`src/rtl/uart_tx_mmio_if.sv`:
```
// Data-memory bus seen by the UART: core address/data/strobes in, load data out.
interface uart_tx_mmio_if;
  logic [31:0] DIR_DMEM;
  logic [31:0] DATA_WRITE_DMEM;
  logic        WRITE;
  logic        READ;
  logic [31:0] DATA_READ_UART;

  modport master (
    output DIR_DMEM,
    output DATA_WRITE_DMEM,
    output WRITE,
    output READ,
    input  DATA_READ_UART
  );

  modport slave (
    input  DIR_DMEM,
    input  DATA_WRITE_DMEM,
    input  WRITE,
    input  READ,
    output DATA_READ_UART
  );
endinterface

```
`src/rtl/uart_tx_mmio.sv`:
```
// Memory-mapped 8N1 UART transmitter: 16-byte register window on the data bus, transmit FIFO,
// bit-timing FSM. Loads are answered combinationally; TX and IRQ are registered.
module uart_tx_mmio #(
  parameter logic [31:0] BASE_ADDR   = 32'h0001_0000,
  parameter int unsigned FIFO_DEPTH  = 8,
  parameter logic [15:0] DIV_DEFAULT = 16'd433
) (
  input  logic          CLK,
  input  logic          RESET,
  uart_tx_mmio_if.slave bus,
  output logic          TX,
  output logic          IRQ
);
  localparam int unsigned PtrW = $clog2(FIFO_DEPTH);
  localparam int unsigned CntW = PtrW + 1;

  typedef enum logic [1:0] {StIdle, StStart, StData, StStop} state_e;

  state_e        state_q, state_d;
  logic [7:0]    shift_q, shift_d;
  logic [2:0]    bit_idx_q, bit_idx_d;
  logic [15:0]   timer_q, timer_d;
  logic [15:0]   reload_q, reload_d;
  logic [7:0]    fifo_q [FIFO_DEPTH];
  logic [7:0]    fifo_d [FIFO_DEPTH];
  logic [PtrW-1:0] wr_ptr_q, wr_ptr_d, rd_ptr_q, rd_ptr_d;
  logic [CntW-1:0] count_q, count_d;
  logic          overrun_q, overrun_d;
  logic [15:0]   divisor_q, divisor_d;
  logic          en_q, en_d;
  logic          irq_en_q, irq_en_d;
  logic          tx_q, tx_d;
  logic          irq_q, irq_d;

  logic       sel;
  logic [1:0] off;
  logic       full, empty, pop, push_req, push_acc, bit_done;
  logic [31:0] status;
  logic       unused_bits;

  assign sel         = (bus.DIR_DMEM[31:4] == BASE_ADDR[31:4]);
  assign off         = bus.DIR_DMEM[3:2];
  assign full        = (count_q == CntW'(FIFO_DEPTH));
  assign empty       = (count_q == '0);
  assign bit_done    = (timer_q == reload_q);
  assign push_req    = bus.WRITE & sel & (off == 2'd0);
  // A pop in the same cycle frees a slot, so a push into a full FIFO still lands.
  assign push_acc    = push_req & (~full | pop);
  assign unused_bits = ^{bus.DIR_DMEM[1:0], bus.DATA_WRITE_DMEM[31:16]};

  always_comb begin
    status      = '0;
    status[0]   = (state_q != StIdle);
    status[1]   = full;
    status[2]   = empty;
    status[3]   = overrun_q;
    status[8:4] = 5'(count_q);
  end

  // Bit-timing FSM: each of start/data/stop lasts reload_q+1 clocks; pops the FIFO head.
  always_comb begin
    state_d   = state_q;
    shift_d   = shift_q;
    bit_idx_d = bit_idx_q;
    timer_d   = timer_q;
    reload_d  = reload_q;
    pop       = 1'b0;
    unique case (state_q)
      StIdle: begin
        if (en_q && !empty) begin
          pop      = 1'b1;
          shift_d  = fifo_q[rd_ptr_q];
          reload_d = divisor_q;
          timer_d  = '0;
          state_d  = StStart;
        end
      end
      StStart: begin
        if (bit_done) begin
          timer_d   = '0;
          bit_idx_d = '0;
          state_d   = StData;
        end else begin
          timer_d = timer_q + 16'd1;
        end
      end
      StData: begin
        if (bit_done) begin
          timer_d   = '0;
          shift_d   = shift_q >> 1;
          bit_idx_d = bit_idx_q + 3'd1;
          if (bit_idx_q == 3'd7) state_d = StStop;
        end else begin
          timer_d = timer_q + 16'd1;
        end
      end
      StStop: begin
        if (bit_done) begin
          timer_d = '0;
          if (en_q && !empty) begin
            pop      = 1'b1;
            shift_d  = fifo_q[rd_ptr_q];
            reload_d = divisor_q;
            state_d  = StStart;
          end else begin
            state_d = StIdle;
          end
        end else begin
          timer_d = timer_q + 16'd1;
        end
      end
      default: state_d = StIdle;
    endcase
  end

  // FIFO pointers/count, overrun flag and the writable config registers.
  always_comb begin
    fifo_d    = fifo_q;
    wr_ptr_d  = wr_ptr_q;
    rd_ptr_d  = rd_ptr_q;
    count_d   = count_q + CntW'(push_acc) - CntW'(pop);
    overrun_d = overrun_q;
    divisor_d = divisor_q;
    en_d      = en_q;
    irq_en_d  = irq_en_q;
    if (push_acc) begin
      fifo_d[wr_ptr_q] = bus.DATA_WRITE_DMEM[7:0];
      wr_ptr_d         = wr_ptr_q + PtrW'(1);
    end
    if (pop) rd_ptr_d = rd_ptr_q + PtrW'(1);
    if (push_req && !push_acc) overrun_d = 1'b1;
    if (bus.WRITE && sel) begin
      unique case (off)
        2'd1:    if (bus.DATA_WRITE_DMEM[3]) overrun_d = 1'b0;
        2'd2:    divisor_d = bus.DATA_WRITE_DMEM[15:0];
        2'd3: begin
          en_d     = bus.DATA_WRITE_DMEM[0];
          irq_en_d = bus.DATA_WRITE_DMEM[1];
        end
        default: ;
      endcase
    end
  end

  // Registered line and interrupt; TX lags the FSM state by one clock uniformly.
  always_comb begin
    unique case (state_q)
      StStart: tx_d = 1'b0;
      StData:  tx_d = shift_q[0];
      default: tx_d = 1'b1;
    endcase
    irq_d = irq_en_d & (count_d == '0) & (state_d == StIdle);
  end

  // Combinational load data, zero when not selected so it can be OR-merged with RAM.
  always_comb begin
    bus.DATA_READ_UART = '0;
    if (bus.READ && sel) begin
      unique case (off)
        2'd1:    bus.DATA_READ_UART = status;
        2'd2:    bus.DATA_READ_UART = {16'd0, divisor_q};
        2'd3:    bus.DATA_READ_UART = {30'd0, irq_en_q, en_q};
        default: bus.DATA_READ_UART = '0;
      endcase
    end
  end

  // Control/status state with synchronous reset.
  always_ff @(posedge CLK) begin
    if (RESET) begin
      state_q   <= StIdle;
      shift_q   <= '0;
      bit_idx_q <= '0;
      timer_q   <= '0;
      reload_q  <= DIV_DEFAULT;
      wr_ptr_q  <= '0;
      rd_ptr_q  <= '0;
      count_q   <= '0;
      overrun_q <= 1'b0;
      divisor_q <= DIV_DEFAULT;
      en_q      <= 1'b1;
      irq_en_q  <= 1'b0;
      tx_q      <= 1'b1;
      irq_q     <= 1'b0;
    end else begin
      state_q   <= state_d;
      shift_q   <= shift_d;
      bit_idx_q <= bit_idx_d;
      timer_q   <= timer_d;
      reload_q  <= reload_d;
      wr_ptr_q  <= wr_ptr_d;
      rd_ptr_q  <= rd_ptr_d;
      count_q   <= count_d;
      overrun_q <= overrun_d;
      divisor_q <= divisor_d;
      en_q      <= en_d;
      irq_en_q  <= irq_en_d;
      tx_q      <= tx_d;
      irq_q     <= irq_d;
    end
  end

  // FIFO storage needs no reset; validity is tracked by the pointers.
  always_ff @(posedge CLK) begin
    fifo_q <= fifo_d;
  end

  assign TX  = tx_q;
  assign IRQ = irq_q;
endmodule

```
`src/flat_wrapper.sv`:
```
// flat-port wrapper written by rule: the top's interface ports become plain ports
module uart_tx_mmio_flat 
#(
  parameter logic [31:0] BASE_ADDR   = 32'h0001_0000,
  parameter int unsigned FIFO_DEPTH  = 8,
  parameter logic [15:0] DIV_DEFAULT = 16'd433
)
  (CLK, RESET, TX, IRQ, bus_DIR_DMEM, bus_DATA_WRITE_DMEM, bus_WRITE, bus_READ, bus_DATA_READ_UART);
  uart_tx_mmio_if bus_i ();
  input  logic CLK;
  input  logic RESET;
  output logic TX;
  output logic IRQ;
  input wire logic [$bits(bus_i.DIR_DMEM)-1:0] bus_DIR_DMEM;
  input wire logic [$bits(bus_i.DATA_WRITE_DMEM)-1:0] bus_DATA_WRITE_DMEM;
  input wire logic [$bits(bus_i.WRITE)-1:0] bus_WRITE;
  input wire logic [$bits(bus_i.READ)-1:0] bus_READ;
  output wire logic [$bits(bus_i.DATA_READ_UART)-1:0] bus_DATA_READ_UART;
  assign bus_i.DIR_DMEM = bus_DIR_DMEM;
  assign bus_i.DATA_WRITE_DMEM = bus_DATA_WRITE_DMEM;
  assign bus_i.WRITE = bus_WRITE;
  assign bus_i.READ = bus_READ;
  assign bus_DATA_READ_UART = bus_i.DATA_READ_UART;
  uart_tx_mmio #(.BASE_ADDR(BASE_ADDR), .FIFO_DEPTH(FIFO_DEPTH), .DIV_DEFAULT(DIV_DEFAULT)) u_core (.CLK(CLK), .RESET(RESET), .bus(bus_i), .TX(TX), .IRQ(IRQ));
endmodule
```
`config.mk`:
```
export PLATFORM = sky130hd
export DESIGN_NAME = uart_tx_mmio_flat
export DESIGN_NICKNAME = d
export VERILOG_FILES = /design/src/rtl/uart_tx_mmio_if.sv /design/src/rtl/uart_tx_mmio.sv /design/src/flat_wrapper.sv
export SDC_FILE = /design/constraint.sdc
export NUM_CORES = 1
export LEC_CHECK = 0
export CORE_UTILIZATION = 58
export DETAILED_ROUTE_END_ITERATION = 12
export GPL_TIMING_DRIVEN = 1
export PLACE_DENSITY_LB_ADDON = 0.15
export SKIP_LAST_GASP = 1
export SYNTH_ARGS = -nofsm -noshare
export SYNTH_HDL_FRONTEND = slang
export SYNTH_SLANG_ARGS = --single-unit
```
`constraint.sdc`:
```
create_clock -name CLK -period 5.3 [get_ports CLK]
set_clock_uncertainty 0.2 [all_clocks]
set_input_delay 1.06 -clock CLK [delete_from_list [all_inputs] [get_ports CLK]]
set_output_delay 1.06 -clock CLK [all_outputs]
set_load 0.05 [all_outputs]
```
Word level (Yosys, flattened, before mapping)
Cells that the tools add are included.

word-level totals
  register bits = 140
  bits of input ports = 68
  output and inout port bits = 34
  word-level logic and storage cells = 114

cells by class
  $add $sub $neg = 6
  $lt $le $gt $ge = 3
  equality and inequality tests = 14
  mux-type cells = 38
  bitwise operators = 9
  reductions and logical operators = 22

operator list
  operator                 number
  $bwmux W64               1
  $mux W16                 4
  $pmux W16 S2             2
  $mux W8                  6
  $pmux W16 S3             1
  $mux W32                 1
  $eq A28 B13 Y1 const B   1
  $bmux W8 S3              1
  $demux W8 S3             1
  $pmux W8 S3              1
  $add A16 B1 Y16 const B  1
  $eq A16 B16 Y1           1
  $mux W2                  5
  $add A3 B1 Y3 const B    3
  $mux W1                  9
  $eq A2 B2 Y1 const B     4
  $ge A4 B4 Y1 const B     2
  $logic_not A4 Y1         2
  $ne A2 B1 Y1 const B     4
  $not A3 Y4               2
  $pmux W2 S4              1
  $logic_not A2 Y1         3
  $mux W3                  2
  $pmux W3 S2              1
  other kinds (17)         33

Depth between registers and ports, before layout
Gate-level depths: netlist (run 1).

  depth after elaboration = 14
  mapped depth = 14
  gate-level depth less buffers = 14

Least setup slack after synthesis (run 1)
Ideal clock, no wire load.

  kind = in2out
  start = input port bus_DIR_DMEM[14]
  end = output port bus_DATA_READ_UART[0]
  arrival = 2643 ps
  data required time = 4040 ps
  slack = 1397 ps
  stages on the path = 5
  buffers on the path = 0
  path through = nor4b_1 > nand4_1 > nor2_1 > nand2_1 > nor2_1

between the ends
  cells in the longest elaborated chain, start to end = 3

RTL lines
  what                 RTL line             RTL
  from (decl)          flat_wrapper.sv:14   input wire logic [$bits(bus_i.DIR_DMEM)-1:0] bus_DIR_DMEM;
  $eq A28 B13 Y1       uart_tx_mmio.sv:41   assign sel = (bus.DIR_DMEM[31:4] == BASE_ADDR[31:4]);
  $logic_and A1 B1 Y1  uart_tx_mmio.sv:158  if (bus.READ && sel) begin
  $mux W32             uart_tx_mmio.sv:158
  to (decl)            flat_wrapper.sv:18   output wire logic [$bits(bus_i.DATA_READ_UART)-1:0] bus_DATA_READ_UART;

Every way passes these cells.

Final worst setup path (run 1)
  start = input port bus_DIR_DMEM[28]
  end = output port bus_DATA_READ_UART[13]

Same word-level chain as after synthesis.

==> results.json, run 1 <==
{
  "fp.dieH_um": 107,
  "start_util_pct": 59.4,
  "crit_end": "bus_DATA_READ_UART[13]",
  "cts.htree.levels": 4,
  "post-place-ws_ns": 0.421,
  "place_area_mm2": 0.00721,
  "finish.instance_area_mm2": 0.00784,
  "io_pins": 102,
  "dr_total_vias": 4848,
  "p_sw_share_pct": 28.8,
  "synth_area_leader_cell": "edfxtp_1",
  "synthArstFlopShare_pct": 0,
  "reg2reg_to": "u_core.IRQ",
  "clock_path_buffers": 2,
  "intPower_mw": 2.34,
  "rows": 38,
  "min_period_over_period_pct": 92.2,
  "yosysSeqAreaShare_pct": 53.5,
  "reg2reg_from": "u_core.state_q[1]",
  "peakVddDrop_mv": 0.275,
  "antennaDiodeCount": 0,
  "viasPerCell": 5.93,
  "drc": 0,
  "r2r_slack_ns": 1.43,
  "clk_pin_slew_ns": 0.06,
  "r2r_cells": 12,
  "antenna_found_initial": 0,
  "cts_hold_buf": 0,
  "p_sw_mw": 0.949,
  "die_w_um": 107,
  "fin_ws_ns": 0.411,
  "core_mm2": 0.0108,
  "power_frac_clock_pct": 38.8,
  "synth_most_common_cell": "dfxtp_1",
  "total_power_mw": 3.29,
  "rsz0062_at_grt": "no",
  "slew_viol_final": 0,
  "arrival_ns": 3.63,
  "grt_pass1_wl_um": 23300,
  "hold_class": "flip-flop to flip-flop",
  "drive_above_1_share_pct": 10.5,
  "post_synth_most_frequent_cells": "dfxtp_1, nand2_1, edfxtp_1",
  "cts_tree": "built",
  "routabilityCongestion": 0.864,
  "synth_top_area_share_pct": 29.8,
  "setup_viol": 0,
  "grt_max_degree": 33,
  "cts_setup_buffers": 0,
  "dieArea_mm2": 0.0115,
  "worst_slew_pin_slew_ns": 1.09,
  "synth.area.top_cells": "edfxtp_1, dfxtp_1, mux4_2",
  "yosysUniqueCellTypes": 47,
  "place_hpwl_um": 10100,
  "worstSetupStartpointType": "input pin",
  "cellLeakagePower_nw": 2.80,
  "drtIter0Drc": 415,
  "numCtsBuffers": 17,
  "final-hold-violation-count": 0,
  "port_buffers": 67,
  "final_nets": 749,
  "grt-ovfl-total": 0,
  "track_usage_pct": 27.6,
  "power_density_mw_per_mm2": 420,
  "grt_pass1_vias": 4559,
  "seqCellArea_mm2": 0.00344,
  "utilization_pct": 72.3,
  "multi_input_area_mm2": 0.00275,
  "syn-cell-area_mm2": 0.00644,
  "critPathRequiredTime_ns": 4.04,
  "cts-resized-gates": 0,
  "max_clock_freq_ghz": 0.205,
  "endpoint_kind": "primary output",
  "firstDrtPassIters": 5,
  "wl_um": 14600,
  "cts-root-buf": "clkbuf_8",
  "cts_sinks": 140,
  "synth_warnings": 0,
  "avgSynthCellArea_um2": 10.8,
  "syn2layout_area_growth_pct": 21.7,
  "synth_edf_count": 64,
  "period_minus_slack_ns": 4.89,
  "fin_setup_tns_ns": 0,
  "ant_nets": 0,
  "synthCells": 594,
  "power_frac_seq_pct": 37.8,
  "synth_seq_cells": 140,
  "criticalPathCategory": "input pin to primary output",
  "dp_cells": 785,
  "cap_violations": 0,
  "comb_power_share_pct": 23.4,
  "slew_headroom_pct": 27.2,
  "insertion_delay_ns": 0.54,
  "fill_cells": 750,
  "outcome": "finished clean",
  "synth_top_flop_cell": "dfxtp_1",
  "layout.cells.non_filler": 817,
  "hold-worst-slack_ns": 0.263,
  "worstPathMaxFanout": 8,
  "crit_start": "bus_DIR_DMEM[28]",
  "drt-wirelength-per-cell_um": 17.8
}
worst min path at each step:
stage	startpoint	to	cells past startpoint
2_1_floorplan	u_core.shift_q[7]	u_core.shift_q[7]	2
3_3_place_gp	u_core.shift_q[7]	u_core.shift_q[7]	2
3_5_place_dp	u_core.shift_q[7]	u_core.shift_q[7]	2
4_1_cts	u_core.shift_q[7]	u_core.shift_q[7]	2
5_1_grt	u_core.shift_q[7]	u_core.shift_q[7]	2
6_report	u_core.shift_q[7]	u_core.shift_q[7]	2
power groups by stage:
stage                     logic (mW)  clock network, mW  registers (mW)
after floorplan                0.595                  0            1.24
after global placement         0.739                  0            1.26
after detailed placement       0.759                  0            1.26
after CTS                      0.769               1.28            1.24
after global routing           0.838               1.33            1.25
final                          0.770               1.28            1.24
layer usage:
metal  vias up  track usage, %  share of wire (%)
li1       2276               -                  -
met1      2351            36.4                 42
met2       197            43.6                 49
met3        24            6.96                6.8
met4         0            11.1                1.8
met5         -               0                  0
final cells by class:
class	instances	share of cell area, %
Sequential cell	140	43.9
Timing Repair Buffer	83	9.93
Tap cell	140	2.23
Multi-Input combinational cell	405	35.0
Inverter	17	0.814
Clock inverter	14	2.74
Clock buffer	18	5.33
critical path, cell delays in order:
cell and delay [ns]:
clkdlybuf4s50_1 0.40, nor4_1 0.29, nand3_1 0.24, nor2_1 0.28, and2_0 0.33, and3_1 0.22, clkdlybuf4s50_1 0.80
logic make-up (layout without fill, tap and decap cells):
logic type      after synthesis  after routing  share of synthesized area [%]
simple gates                219            219                           15.9
fa+ha+maj                    17             17                           3.42
other cells                   1             16                         0.0582
flops                       140            140                           53.5
mux                          53             53                           11.4
xor+xnor                     20             20                           2.72
compound gates               80             80                           8.31
buf+inv                      64            132                           4.78
layout by cell type, fill, tap and decap left out, types with 14 or more instances in the layout:
master,count
mux4_2,16
edfxtp_1,64
clkdlybuf4s50_1,63
nor2_1,62
nand2_1,75
xnor2_1,19
ha_1,16
o21ai_0,17
inv_1,17
a22oi_1,14
a21oi_1,25
mux2i_1,34
dfxtp_1,76
clkbuf_16,16
nand3_1,17
buf_4,19
nor3_1,14
conb_1,16
sequential cells by signal (all words and copies together), names as in the netlist:
register,flops
u_core.rd_ptr_q,3
u_core.irq_en_q,1
u_core.wr_ptr_q,3
u_core.shift_q,8
u_core.fifo_q,64
u_core.bit_idx_q,3
u_core.reload_q,16
u_core.en_q,1
u_core.state_q,2
u_core.divisor_q,16
u_core.IRQ,1
u_core.overrun_q,1
u_core.timer_q,16
u_core.TX,1
u_core.count_q,4
(Power assumes the default switching activity.)
==> inputs of run 2 (changes only) <==
- SLEW_MARGIN: default -> 20
==> results of run 2 <==
Same layout as run 1: the final DEF is identical, and so are final timing and power.
